$ cat config.mk
export PLATFORM = sky130hd
export DESIGN_NAME = alu_serial_driver
export DESIGN_NICKNAME = d
export VERILOG_FILES = /design/src/rtl/alu_serial_driver.sv
export SDC_FILE = /design/constraint.sdc
export NUM_CORES = 1
export LEC_CHECK = 0
export ABC_AREA = 0
export ABC_CLOCK_PERIOD_IN_PS = 2100
export CAP_MARGIN = 20
export CELL_PAD_IN_SITES_DETAIL_PLACEMENT = 1
export CELL_PAD_IN_SITES_GLOBAL_PLACEMENT = 1
export CORE_MARGIN = 3
export CORE_UTILIZATION = 38
export CTS_CLUSTER_SIZE = 25
export DETAILED_ROUTE_END_ITERATION = 8
export PLACE_DENSITY_LB_ADDON = 0.2
export SLEW_MARGIN = 20
export SYNTH_ARGS = -nofsm -noshare
export SYNTH_HDL_FRONTEND = slang
export SYNTH_SLANG_ARGS = --single-unit
export TNS_END_PERCENT = 1
$ cat constraint.sdc
create_clock -name gclk -period 2.1 [get_ports gclk]
set_input_delay 0.21 -clock gclk [delete_from_list [all_inputs] [get_ports gclk]]
set_output_delay 0.21 -clock gclk [all_outputs]
set_load 0.02 [all_outputs]
$ cat src/rtl/alu_serial_driver.sv
// alu_serial_driver: sequences one operation through an external bit-serial ALU.
// Operands go out LSB first on X/Y together with constant control lines. The
// result bits come back ALU_LAT cycles later and are collected into res_sum.
// Each returning bit is identified by a valid/last tag pipeline, so no bit
// position is guessed from a cycle count.
// Optional feature: define ALU_SERIAL_DRIVER_FLAGS_EN to capture Carry_out and
// Overflow into res_cout/res_ovf. Without it those outputs are tied to 0.
module alu_serial_driver #(
  parameter int WIDTH   = 8,
  parameter int ALU_LAT = 6
) (
  input  logic             gclk,
  input  logic             rst_n,
  input  logic             in_valid,
  output logic             in_ready,
  input  logic [WIDTH-1:0] in_a,
  input  logic [WIDTH-1:0] in_b,
  input  logic [2:0]       in_op,
  output logic             X,
  output logic             Y,
  output logic             Carry_in,
  output logic             End,
  output logic             Cmpl_X,
  output logic             Cmpl_Y,
  output logic             Op_XOR,
  output logic             Op_AND,
  output logic             Op_ARITH,
  input  logic             Sum,
  input  logic             Carry_out,
  input  logic             Overflow,
  output logic             res_valid,
  input  logic             res_ready,
  output logic [WIDTH-1:0] res_sum,
  output logic             res_cout,
  output logic             res_ovf,
  output logic             res_err
);

  localparam int CW = (WIDTH > 1) ? $clog2(WIDTH) : 1;
  localparam logic [CW-1:0] LAST_BIT = CW'(WIDTH - 1);

  typedef enum logic [1:0] {IDLE, SHIFT, DRAIN, DONE} state_t;

  state_t state;
  state_t state_nxt;

  // Control word layout: [5] carry seed, [4] Cmpl_X, [3] Cmpl_Y,
  // [2] Op_XOR, [1] Op_AND, [0] Op_ARITH. Reserved opcodes decode to all zero.
  function automatic logic [5:0] decode_ctrl(input logic [2:0] op);
    case (op)
      3'b000:  decode_ctrl = 6'b000001;  // ADD
      3'b001:  decode_ctrl = 6'b101001;  // SUB  A + ~B + 1
      3'b010:  decode_ctrl = 6'b110001;  // RSUB B + ~A + 1
      3'b011:  decode_ctrl = 6'b000100;  // XOR
      3'b100:  decode_ctrl = 6'b000010;  // AND
      default: decode_ctrl = 6'b000000;
    endcase
  endfunction

  function automatic logic is_reserved(input logic [2:0] op);
    is_reserved = (op > 3'b100);
  endfunction

  logic signed [WIDTH-1:0] a_q;
  logic signed [WIDTH-1:0] b_q;
  logic [5:0]              ctrl_q;
  logic                    err_q;
  logic [CW-1:0]           cnt;
  logic [ALU_LAT-1:0]      vld_p;
  logic [ALU_LAT-1:0]      last_p;

  logic accept;
  logic shifting;
  logic bit_last;
  logic ret_vld;
  logic ret_done;

  assign accept   = (state == IDLE) && in_valid;
  assign shifting = (state == SHIFT);
  assign bit_last = (cnt == LAST_BIT);
  assign ret_vld  = vld_p[ALU_LAT-1];
  assign ret_done = vld_p[ALU_LAT-1] && last_p[ALU_LAT-1];

  // State register.
  always_ff @(posedge gclk) begin
    if (!rst_n) state <= IDLE;
    else        state <= state_nxt;
  end

  // Next state plus all handshake and ALU-facing outputs; everything is 0 outside SHIFT.
  always_comb begin
    state_nxt = state;
    in_ready  = 1'b0;
    res_valid = 1'b0;
    X         = 1'b0;
    Y         = 1'b0;
    Carry_in  = 1'b0;
    End       = 1'b0;
    Cmpl_X    = 1'b0;
    Cmpl_Y    = 1'b0;
    Op_XOR    = 1'b0;
    Op_AND    = 1'b0;
    Op_ARITH  = 1'b0;
    case (state)
      IDLE: begin
        in_ready = 1'b1;
        if (in_valid) state_nxt = SHIFT;
      end
      SHIFT: begin
        // A reserved opcode still runs WIDTH cycles but drives nothing to the ALU.
        X        = a_q[cnt] & ~err_q;
        Y        = b_q[cnt] & ~err_q;
        End      = bit_last & ~err_q;
        Carry_in = ctrl_q[5] && (cnt == '0);
        Cmpl_X   = ctrl_q[4];
        Cmpl_Y   = ctrl_q[3];
        Op_XOR   = ctrl_q[2];
        Op_AND   = ctrl_q[1];
        Op_ARITH = ctrl_q[0];
        if (bit_last) state_nxt = DRAIN;
      end
      DRAIN: begin
        if (ret_done) state_nxt = DONE;
      end
      DONE: begin
        res_valid = 1'b1;
        if (res_ready) state_nxt = IDLE;
      end
      default: state_nxt = IDLE;
    endcase
  end

  // Operand and opcode latch at accept; these are gated by state, so they need no reset.
  always_ff @(posedge gclk) begin
    if (accept) begin
      a_q    <= in_a;
      b_q    <= in_b;
      ctrl_q <= decode_ctrl(in_op);
      err_q  <= is_reserved(in_op);
    end
  end

  // Bit position counter for the SHIFT phase.
  always_ff @(posedge gclk) begin
    if (!rst_n)        cnt <= '0;
    else if (accept)   cnt <= '0;
    else if (shifting) cnt <= cnt + 1'b1;
  end

  // ---- stage boundary: bit issued to ALU -> bit returned ALU_LAT cycles later ----
  // Tag pipeline that mirrors the ALU delay. Reset empties it, so bits of an abandoned operation are ignored.
  always_ff @(posedge gclk) begin
    if (!rst_n) begin
      vld_p  <= '0;
      last_p <= '0;
    end else begin
      for (int k = ALU_LAT - 1; k > 0; k--) begin
        vld_p[k]  <= vld_p[k-1];
        last_p[k] <= last_p[k-1];
      end
      vld_p[0]  <= shifting;
      last_p[0] <= shifting && bit_last;
    end
  end

  // Result assembly: shift returned bits in from the MSB so that bit 0 ends up at the LSB.
  always_ff @(posedge gclk) begin
    if (!rst_n) begin
      res_sum <= '0;
      res_err <= 1'b0;
    end else if (accept) begin
      res_sum <= '0;
      res_err <= 1'b0;
    end else begin
      if (ret_vld)  res_sum <= {Sum & ~err_q, res_sum[WIDTH-1:1]};
      if (ret_done) res_err <= err_q;
    end
  end

`ifdef ALU_SERIAL_DRIVER_FLAGS_EN
  // Carry/overflow capture, taken only with the last-tagged returning bit.
  always_ff @(posedge gclk) begin
    if (!rst_n) begin
      res_cout <= 1'b0;
      res_ovf  <= 1'b0;
    end else if (accept) begin
      res_cout <= 1'b0;
      res_ovf  <= 1'b0;
    end else if (ret_done) begin
      res_cout <= Carry_out & ~err_q;
      res_ovf  <= Overflow & ~err_q;
    end
  end
`else
  logic unused_flags;
  assign unused_flags = Carry_out ^ Overflow;
  assign res_cout     = 1'b0;
  assign res_ovf      = 1'b0;
`endif

endmodule

# Word level (Yosys, flattened, before mapping)
# Cells that the tools add are included.
totals:
  ramBits: 0
  elab_cells: 61
  rom_bits: 0
  ff_bits: 49
  latch_bits: 0
  inputBits: 26
  memories: 0
op_classes:
  magnitude_cmp: 2
  bitwise: 6
  n_mul: 0
  shift: 0
  eq_ne: 12
  addsub: 1
  div: 0
  reduce_logical: 9
  muxes: 21
op_table:
  columns: ["cell", "n"]
  rows:
  - ["case mux 6 bit (5 select lines)", 1]
  - ["2-to-1 mux 1 bit", 13]
  - ["2-to-1 mux 2 bit", 4]
  - ["case mux 2 bit (4 select lines)", 1]
  - ["binary-select mux 1 bit (select 3 bit)", 2]
  - ["== test 3 x 2 -> 1 bit, second input constant", 2]
  - ["== test 3 bit, second input constant", 2]
  - ["logical NOT 3 bit", 2]
  - ["inequality test 2 bit, second input constant", 3]
  - ["AND 1 bit", 4]
  - ["== test 2 bit, second input constant", 2]
  - ["logical AND 1 bit", 4]
  - ["< comparator 3 x 4 -> 1 bit, second input constant", 1]
  - ["AND reduction 4 bit", 1]
  - ["adder 3 x 1 -> 3 bit, second input constant", 1]
  - ["== test 3 x 1 -> 1 bit, second input constant", 1]
  - ["> comparator 3 bit, second input constant", 1]
  - ["== test 2 x 1 -> 1 bit, second input constant", 1]
  - ["logical NOT 2 bit", 1]
  - ["inequality test 2 x 1 -> 1 bit, second input constant", 1]
  - ["NOT 1 bit", 2]
  - ["OR reduction 2 bit", 1]

# Logic depth before layout (Yosys ltp)
# Gate-level depths: netlist (run 1).
depth:
  ltp_word: 4
  depth_mapped: 6
  mapped_depth_nobuf: 5

# Worst setup path before layout (run 1)
# OpenSTA, ideal clock, no wires.
synth_path:
  path_kind: "register -> register"
  from: "register state[0]"
  to: "register cnt[0]"
  slack_ns: 0.141
  setup_time_ns: 0.117
  period_less_slack_ns: 1.959
  path_stages_with_launch: 7
  path_buffers: 1
  t_arrival_ns: 1.842
  cell_sequence: "dfxtp_1 -> inv_1 -> ha_1 -> and2_1 -> nand2b_1 -> buf_2 -> nor2_1"
synth_between:
  elab_chain_cells: 3
  elab_cells_between_ends: 4
  classes_between: "1 x eq/ne; 3 x reduce/logical"
synth_rtl:
  columns: ["element", "line", "source"]
  rows:
  - ["start: declaration", "44", "state_t state;"]
  - ["start signal: assignment", "87", "else state <= state_nxt;"]
  - ["logical NOT 2 bit", "78", "assign accept = (state == IDLE) && in_valid;"]
  - ["logical AND 1 bit", "78", null]
  - ["via accept", "72", "logic accept;"]
  - ["OR reduction 2 bit (no line)", null, null]
  - ["end signal: assignment", "147", "else if (shifting) cnt <= cnt + 1'b1;"]
  - ["end: declaration", "68", "logic [CW-1:0] cnt;"]
# The timed path passes the listed nets, and every way through them passes these cells.
# A chain may end at the register's enable or synchronous reset.

# Worst setup path in the final report (run 1)
layout_path:
  from: "register cnt[0]"
  to: "output port X"
layout_between:
  elab_chain_cells: 4
layout_rtl:
  columns: ["element", "line", "source"]
  rows:
  - ["binary-select mux 1 bit (select 3 bit)", "111", "X = a_q[cnt] & ~err_q;"]
  - ["2-to-1 mux 1 bit (not written as such)", "111", null]
  - ["AND 1 bit", "111", null]
  - ["2-to-1 mux 1 bit", "104", "case (state)"]
  - ["end: declaration", "19", "output logic X,"]
# No other way between the ends. The select of a mux whose other input is x is not followed.

==> impl_metrics.py, run 1 <==
metrics = {
    "outcome": {
        "outcome": "completed",
    },
    "sta": {
        "hold_viol_final": 0,
        "rsz0062_at_grt": "false",
        "min_period_over_period": 0.9505,
        "slew_violations": 0,
        "setup_viol": 0,
        "skew_ps": 5.591,
        "holdWs_ps": 437.3,
        "fmax_mhz": 501.0,
        "post-route-min-period_ps": 1996,
    },
    "yosys": {
        "syn_avg_cell_area_um2": 13.65,
        "synth_area_leaders": "edfxtp_1, dfxtp_1, and2_1",
        "postSynth.asyncResetShare": 0,
        "synth-edff-count": 23,
        "ys_ff_latch": 49,
        "netlist_top_cells_count": "dfxtp_1, edfxtp_1, and2_1, mux2i_1, nor2_1",
        "synth.most_common_cell": "dfxtp_1",
        "ys.flop_type": "dfxtp_1",
        "synth_top_area_share": 0.3589,
        "synth_area_um2": 1924,
        "netlist-cell-type-count": 32,
        "synth_area_leader_cell": "edfxtp_1",
        "yosysWarnings": 0,
        "ys_seq_area_frac": 0.6294,
        "synth_cells": 141,
    },
    "die": {
        "core_um2": 4817,
        "dieArea_um2": 5954,
        "die_w_um": 77.16,
        "start_util": 0.3995,
        "dieHeight_um": 77.16,
        "fp-row-count": 25,
        "num_io_pins": 48,
    },
    "clock_network": {
        "cts_tree": "done",
        "h-tree-depth": 2,
        "hold_buffers": 0,
        "cts.sinks": 49,
        "insertion_delay_ps": 290,
        "root_buffer": "clkbuf_8",
        "clk_pin_slew_ps": 90,
        "clockBufferDepth": 2,
        "cts_buffers": 5,
    },
    "place": {
        "hpwl_mm": 2.839,
        "port_buffers": 43,
        "place.gp.congestion": 0.7729,
    },
    "min_path": {
        "min_from": "vld_p[0]",
        "hp-class": "register to register",
    },
    "worst_setup_path": {
        "cp.arrival_ps": 1790,
        "endpoint_kind": "output port",
        "r2r-start": "state[1]",
        "r2r_end": "state[1]",
        "path_depth": 3,
        "crit_type": "register to output port",
        "crit_slowest_cell": "mux4_1",
        "worstSetupStartpoint": "cnt[0]",
        "cp_cell_sequence": "mux4_1 -> a22o_1 -> dlygate4sd2_1",
        "max_stage_delay_ps": 590,
        "ff2ff_setup_slack_ps": 340,
        "startpoint_type": "register",
        "cp.required_ps": 1890,
        "critPathTopFamily": "multiplexers",
        "critPathBufInv": 1,
        "cp_max_fo": 5,
        "r2r_cells": 6,
        "endpoint": "X",
    },
    "grt": {
        "globalRouteTotalUtil": 0.1375,
        "grt_pass1_vias": 1332,
        "grt_max_degree": 24,
        "grt_pass1_wl_mm": 6.327,
        "grt-ovfl-total": 0,
        "antenna_found_initial": 0,
    },
    "drt": {
        "drc": 0,
        "firstDrtPassIters": 4,
        "vias": 1214,
        "antenna_left": 0,
        "vias_per_cell": 4.705,
        "wirelength_mm": 3.762,
        "drt_iter0_drc": 27,
        "post_drt_wl_per_cell_um": 14.58,
    },
    "pwr": {
        "powerDensity_nw_per_um2": 985.4,
        "peakVddDrop_v": 0.0005542,
        "power_w": 0.002511,
        "power.leakage_nw": 0.9898,
    },
    "layout": {
        "nFillCells": 524,
        "drive_gt1_frac": 0.1047,
        "layout.nets": 223,
        "syn2layout_area_growth_pct": 32.44,
        "n_antenna_cell": 0,
    },
    "job": {
        "maxCapViolCount": 0,
    },
}
-- per-layer routing --
metal / GRT usage / wire length [µm]
met1: 0.1515 / 1499
met2: 0.2496 / 1937
met3: 0.03638 / 243
met4: 0.05338 / 81
met5: 0 / 0
-- layout make-up --
class                   count  area, µm²  share of cell area
multi-input cells          81      659.4              0.2587
clock buffers               8      111.4             0.04369
flip-flops and latches     49       1215              0.4767
inverters                   5      18.77            0.007364
well taps                  67      83.83             0.03289
repair buffers             48      460.4              0.1807
-- state kept, by name, summed over array words and instances, names as in the netlist --
| signal | flops |
|---|---|
| res_sum | 8 |
| cnt | 3 |
| res_err | 1 |
| last_p | 6 |
| ctrl_q | 6 |
| err_q | 1 |
| a_q | 8 |
| state | 2 |
| vld_p | 6 |
| b_q | 8 |
-- kinds of logic (layout without fill, tap and decap cells) --
family	count (synthesis)	after routing	share of synthesized area
xor+xnor	1	1	0.004552
other cells	1	2	0.001949
buf+inv	12	61	0.03251
compound gates	10	10	0.04226
simple gates	47	47	0.1430
flops	49	49	0.6294
fa+ha+maj	7	7	0.04551
mux	14	14	0.1008
-- cells in the final DEF (no fill, tap or decap) --
master           count
dfxtp_4              1
a2111oi_2            1
mux4_2               3
dfxtp_1             25
clkbuf_1             1
and3_1               1
edfxtp_1            23
inv_1                5
dlygate4sd2_1        8
and4b_1              1
clkbuf_16            1
conb_1               2
xnor2_1              1
mux4_1               1
dlymetal6s2s_1       1
nand2_1              4
or2_2                1
nor2b_1              2
a22o_1               2
ha_1                 7
o21ba_2              1
and3b_1              3
o41ai_1              1
nand2b_1             2
nand3_1              1
and2_1              17
a21oi_1              3
clkdlybuf4s50_1     34
o21a_1               1
a21boi_0             1
nor2_1              10
mux2i_1             10
nor3b_1              3
clkbuf_8             6
nor3b_2              1
buf_4                5
nand3b_1             1
-- report_power, final --
group	switching, W	internal [W]
combinational	0.000335	0.000304
sequential	0.0000699	0.00117
clock	0.000291	0.000340
total	0.000696	0.00182
-- metrics by stage --
step           utilization  worst slack (ps)  std cells  instance area [µm²]  setup TNS (ps)
6_report            0.5291             103.9        258                 2549               0
5_1_grt             0.5291             28.51        258                 2549               0
4_1_cts             0.5270            -133.2        258                 2539          -133.2
3_5_place_dp        0.5057             12.90        250                 2436               0
3_3_place_gp        0.5057             92.19        250                 2436               0
2_1_floorplan            -             141.3        142                 1928               0
-- worst min path at each step --
stage	end	cells past startpoint	slack (ps)
5_1_grt	b_q[6]	1	450
4_1_cts	vld_p[1]	1	440
6_report	vld_p[1]	1	440
3_5_place_dp	vld_p[3]	1	420
3_3_place_gp	vld_p[2]	1	410
2_1_floorplan	a_q[0]	0	310
-- what timing repair did --
| action | in CTS | in global routing |
|---|---|---|
| resized for setup | 9 | 3 |
| endpoints found under the setup margin | 9 | 2 |
| buffers inserted | 0 | 0 |
-- worst reg2reg max path, delay by kind of cell, from the launching register on --
| kind | cells | cell delay [ps] |
|---|---|---|
| AOI/OAI and AO/OA | 1 | 420 |
| DFF | 1 | 390 |
| buffers and inverters | 2 | 280 |
| muxes | 1 | 220 |
| adders and majority gates | 1 | 210 |
| and+or+nand+nor | 1 | 170 |
Note: power is estimated with default switching activity, not from simulation.
==> run 2: changes to the inputs <==
--- a/config.mk
+++ b/config.mk
@@ -10,11 +10,12 @@
 export CAP_MARGIN = 20
 export CELL_PAD_IN_SITES_DETAIL_PLACEMENT = 1
 export CELL_PAD_IN_SITES_GLOBAL_PLACEMENT = 1
-export CORE_MARGIN = 3
+export CORE_MARGIN = 1.5
 export CORE_UTILIZATION = 38
 export CTS_CLUSTER_SIZE = 25
 export DETAILED_ROUTE_END_ITERATION = 8
 export PLACE_DENSITY_LB_ADDON = 0.2
+export SKIP_LAST_GASP = 1
 export SLEW_MARGIN = 20
 export SYNTH_ARGS = -nofsm -noshare
 export SYNTH_HDL_FRONTEND = slang
==> run 2 against run 1 <==
Against the previous run:
- the run now ends with negative setup slack left
- flip-flop and latch count did not move
- largest power group unchanged
- clock power is 19% lower
- sequential share of layout area up 0.33 points
- maximum frequency fell by 8.9%
- utilization shrank 0.12 points
- count of clock-buffer cells in the layout shrank 2
- total power is 4.7% lower
- global-route usage is 0.42 points higher
- critical path type unchanged
- die area shrank 7.6%
- critical path depth is the same
- non-clock buffer count unchanged
==> impl_metrics.py, run 2 (same netlist as run 1, synthesis figures left out) <==
metrics = {
    "clock_network": {
        "clk_pin_slew_ps": 80,
        "h-tree-depth": 2,
        "cts.sinks": 49,
        "root_buffer": "clkbuf_8",
        "hold_buffers": 0,
        "clockBufferDepth": 2,
        "cts_tree": "done",
        "insertion_delay_ps": 290,
        "cts_buffers": 5,
    },
    "worst_setup_path": {
        "cp.required_ps": 1890,
        "startpoint_type": "register",
        "endpoint_kind": "output port",
        "r2r_end": "state[1]",
        "r2r-start": "state[1]",
        "ff2ff_setup_slack_ps": 360,
        "worstSetupStartpoint": "cnt[0]",
        "crit_type": "register to output port",
        "r2r_cells": 6,
        "cp_max_fo": 5,
        "cp.arrival_ps": 1980,
        "endpoint": "Y",
    },
    "place": {
        "hpwl_mm": 2.519,
        "dp.cells": 250,
        "place.gp.congestion": 0.7807,
        "port_buffers": 43,
    },
    "layout": {
        "layout_common_cells": "clkdlybuf4s50_1, dfxtp_1, edfxtp_1",
        "syn2layout_area_growth_pct": 31.27,
        "drive_gt1_frac": 0.1047,
        "layout_commonest_cell": "clkdlybuf4s50_1",
        "layout.nets": 223,
        "final-instance-count-excl-fill": 258,
        "reg.largest.list": "a_q (8), b_q (8), res_sum (8)",
        "n_antenna_cell": 0,
    },
    "grt": {
        "grt_pass1_vias": 1243,
        "antenna_found_initial": 0,
        "grt-ovfl-total": 0,
        "globalRouteTotalUtil": 0.1417,
        "grt_max_degree": 17,
        "grt_pass1_wl_mm": 5.678,
    },
    "die": {
        "start_util": 0.4021,
        "dieArea_um2": 5500,
        "dieHeight_um": 74.16,
        "fp-row-count": 25,
        "die_w_um": 74.16,
        "num_io_pins": 48,
        "core_um2": 4786,
    },
    "sta": {
        "setup_viol": 3,
        "slew_violations": 0,
        "fmax_mhz": 456.6,
        "tns_ps": -181.0,
        "rsz0062_at_grt": "true",
        "setup_slack_ps": -90.18,
        "min_period_over_period": 1.043,
        "skew_ps": 3.220,
        "post-route-min-period_ps": 2190,
        "hold_viol_final": 0,
    },
    "drt": {
        "drt_iter0_drc": 34,
        "antenna_left": 0,
        "firstDrtPassIters": 4,
        "vias_per_cell": 4.616,
        "vias": 1191,
        "drc": 0,
        "post_drt_wl_per_cell_um": 12.96,
        "wirelength_mm": 3.344,
    },
    "min_path": {
        "hp-class": "register to register",
    },
    "outcome": {
        "violations": "negative setup slack",
        "outcome": "complete, but fails checks",
    },
    "pwr": {
        "peakVddDrop_v": 0.0004209,
        "power.leakage_nw": 0.9471,
        "powerDensity_nw_per_um2": 947.8,
    },
    "job": {
        "maxCapViolCount": 0,
    },
}
[run 2: changes by cell type in the layout (fill, tap and decap cells not counted)]
cell,change
clkdlybuf4s50_1,+7
dfxtp_2,+1
dlygate4sd2_1,-7
clkbuf_8,-1
clkinv_2,+2
dfxtp_4,-1
clkbuf_16,-1
[run 2: worst min path at each step]
stage / start / to / slack [ps] / cells past startpoint
after floorplan: in_a[0] / a_q[0] / 310 / 0
after global placement: vld_p[1] / vld_p[2] / 410 / 1
after detailed placement: last_p[0] / last_p[1] / 420 / 1
after CTS: vld_p[2] / vld_p[3] / 440 / 1
after global routing: in_a[4] / a_q[4] / 450 / 1
final: last_p[0] / last_p[1] / 440 / 1
[run 2: final cells by class]
cell class,instances,area (µm²)
Inverter,5,18.77
Fill cell,487,2260
Timing Repair Buffer,48,469.2
Sequential cell,49,1212
Clock buffer,6,72.57
Multi-Input combinational cell,81,659.4
Tap cell,67,83.83
Clock inverter,2,10.01
[run 2: stage by stage]
step	cell area, µm²	setup slack [ps]	utilization	hold WS [ps]	total power [W]
global route	2526	-201.0	0.5278	448.2	0.002548
finish	2526	-90.18	0.5278	436.4	0.002394
floorplan	1928	141.3	-	308.9	0.001658
global placement	2436	56.42	0.5090	414.4	0.001891
detailed placement	2436	61.96	0.5090	421.7	0.001923
CTS	2519	-142.0	0.5263	444.6	0.002445
[run 2: routing by layer]
layer  part of all wire  vias to the layer above  GRT usage
met5                  0                        -          0
met4             0.0087                        0    0.06173
met3              0.054                        2    0.04878
met2               0.52                       33     0.2460
met1               0.42                      567     0.1569
li1                   -                      589          -
[run 2: repair_timing]
item,in CTS,in global routing
endpoints found under the setup margin,9,8
resized for setup,2,2
setup buffers,0,0
hold endpoints to repair,0,0
[run 2: where the power goes]
part	internal, W	total (W)	leakage, nW	switching [W]
Combinational	0.000330	0.000652	0.470	0.000322
Sequential	0.00117	0.00123	0.432	0.0000649
Clock	0.000231	0.000510	0.0450	0.000279
Total	0.00173	0.00239	0.947	0.000665
[run 2: critical path: stages, from the launching register on]
cell and delay [ps]:
dfxtp_2 420, mux4_2 520, a22o_1 220, clkdlybuf4s50_1 530
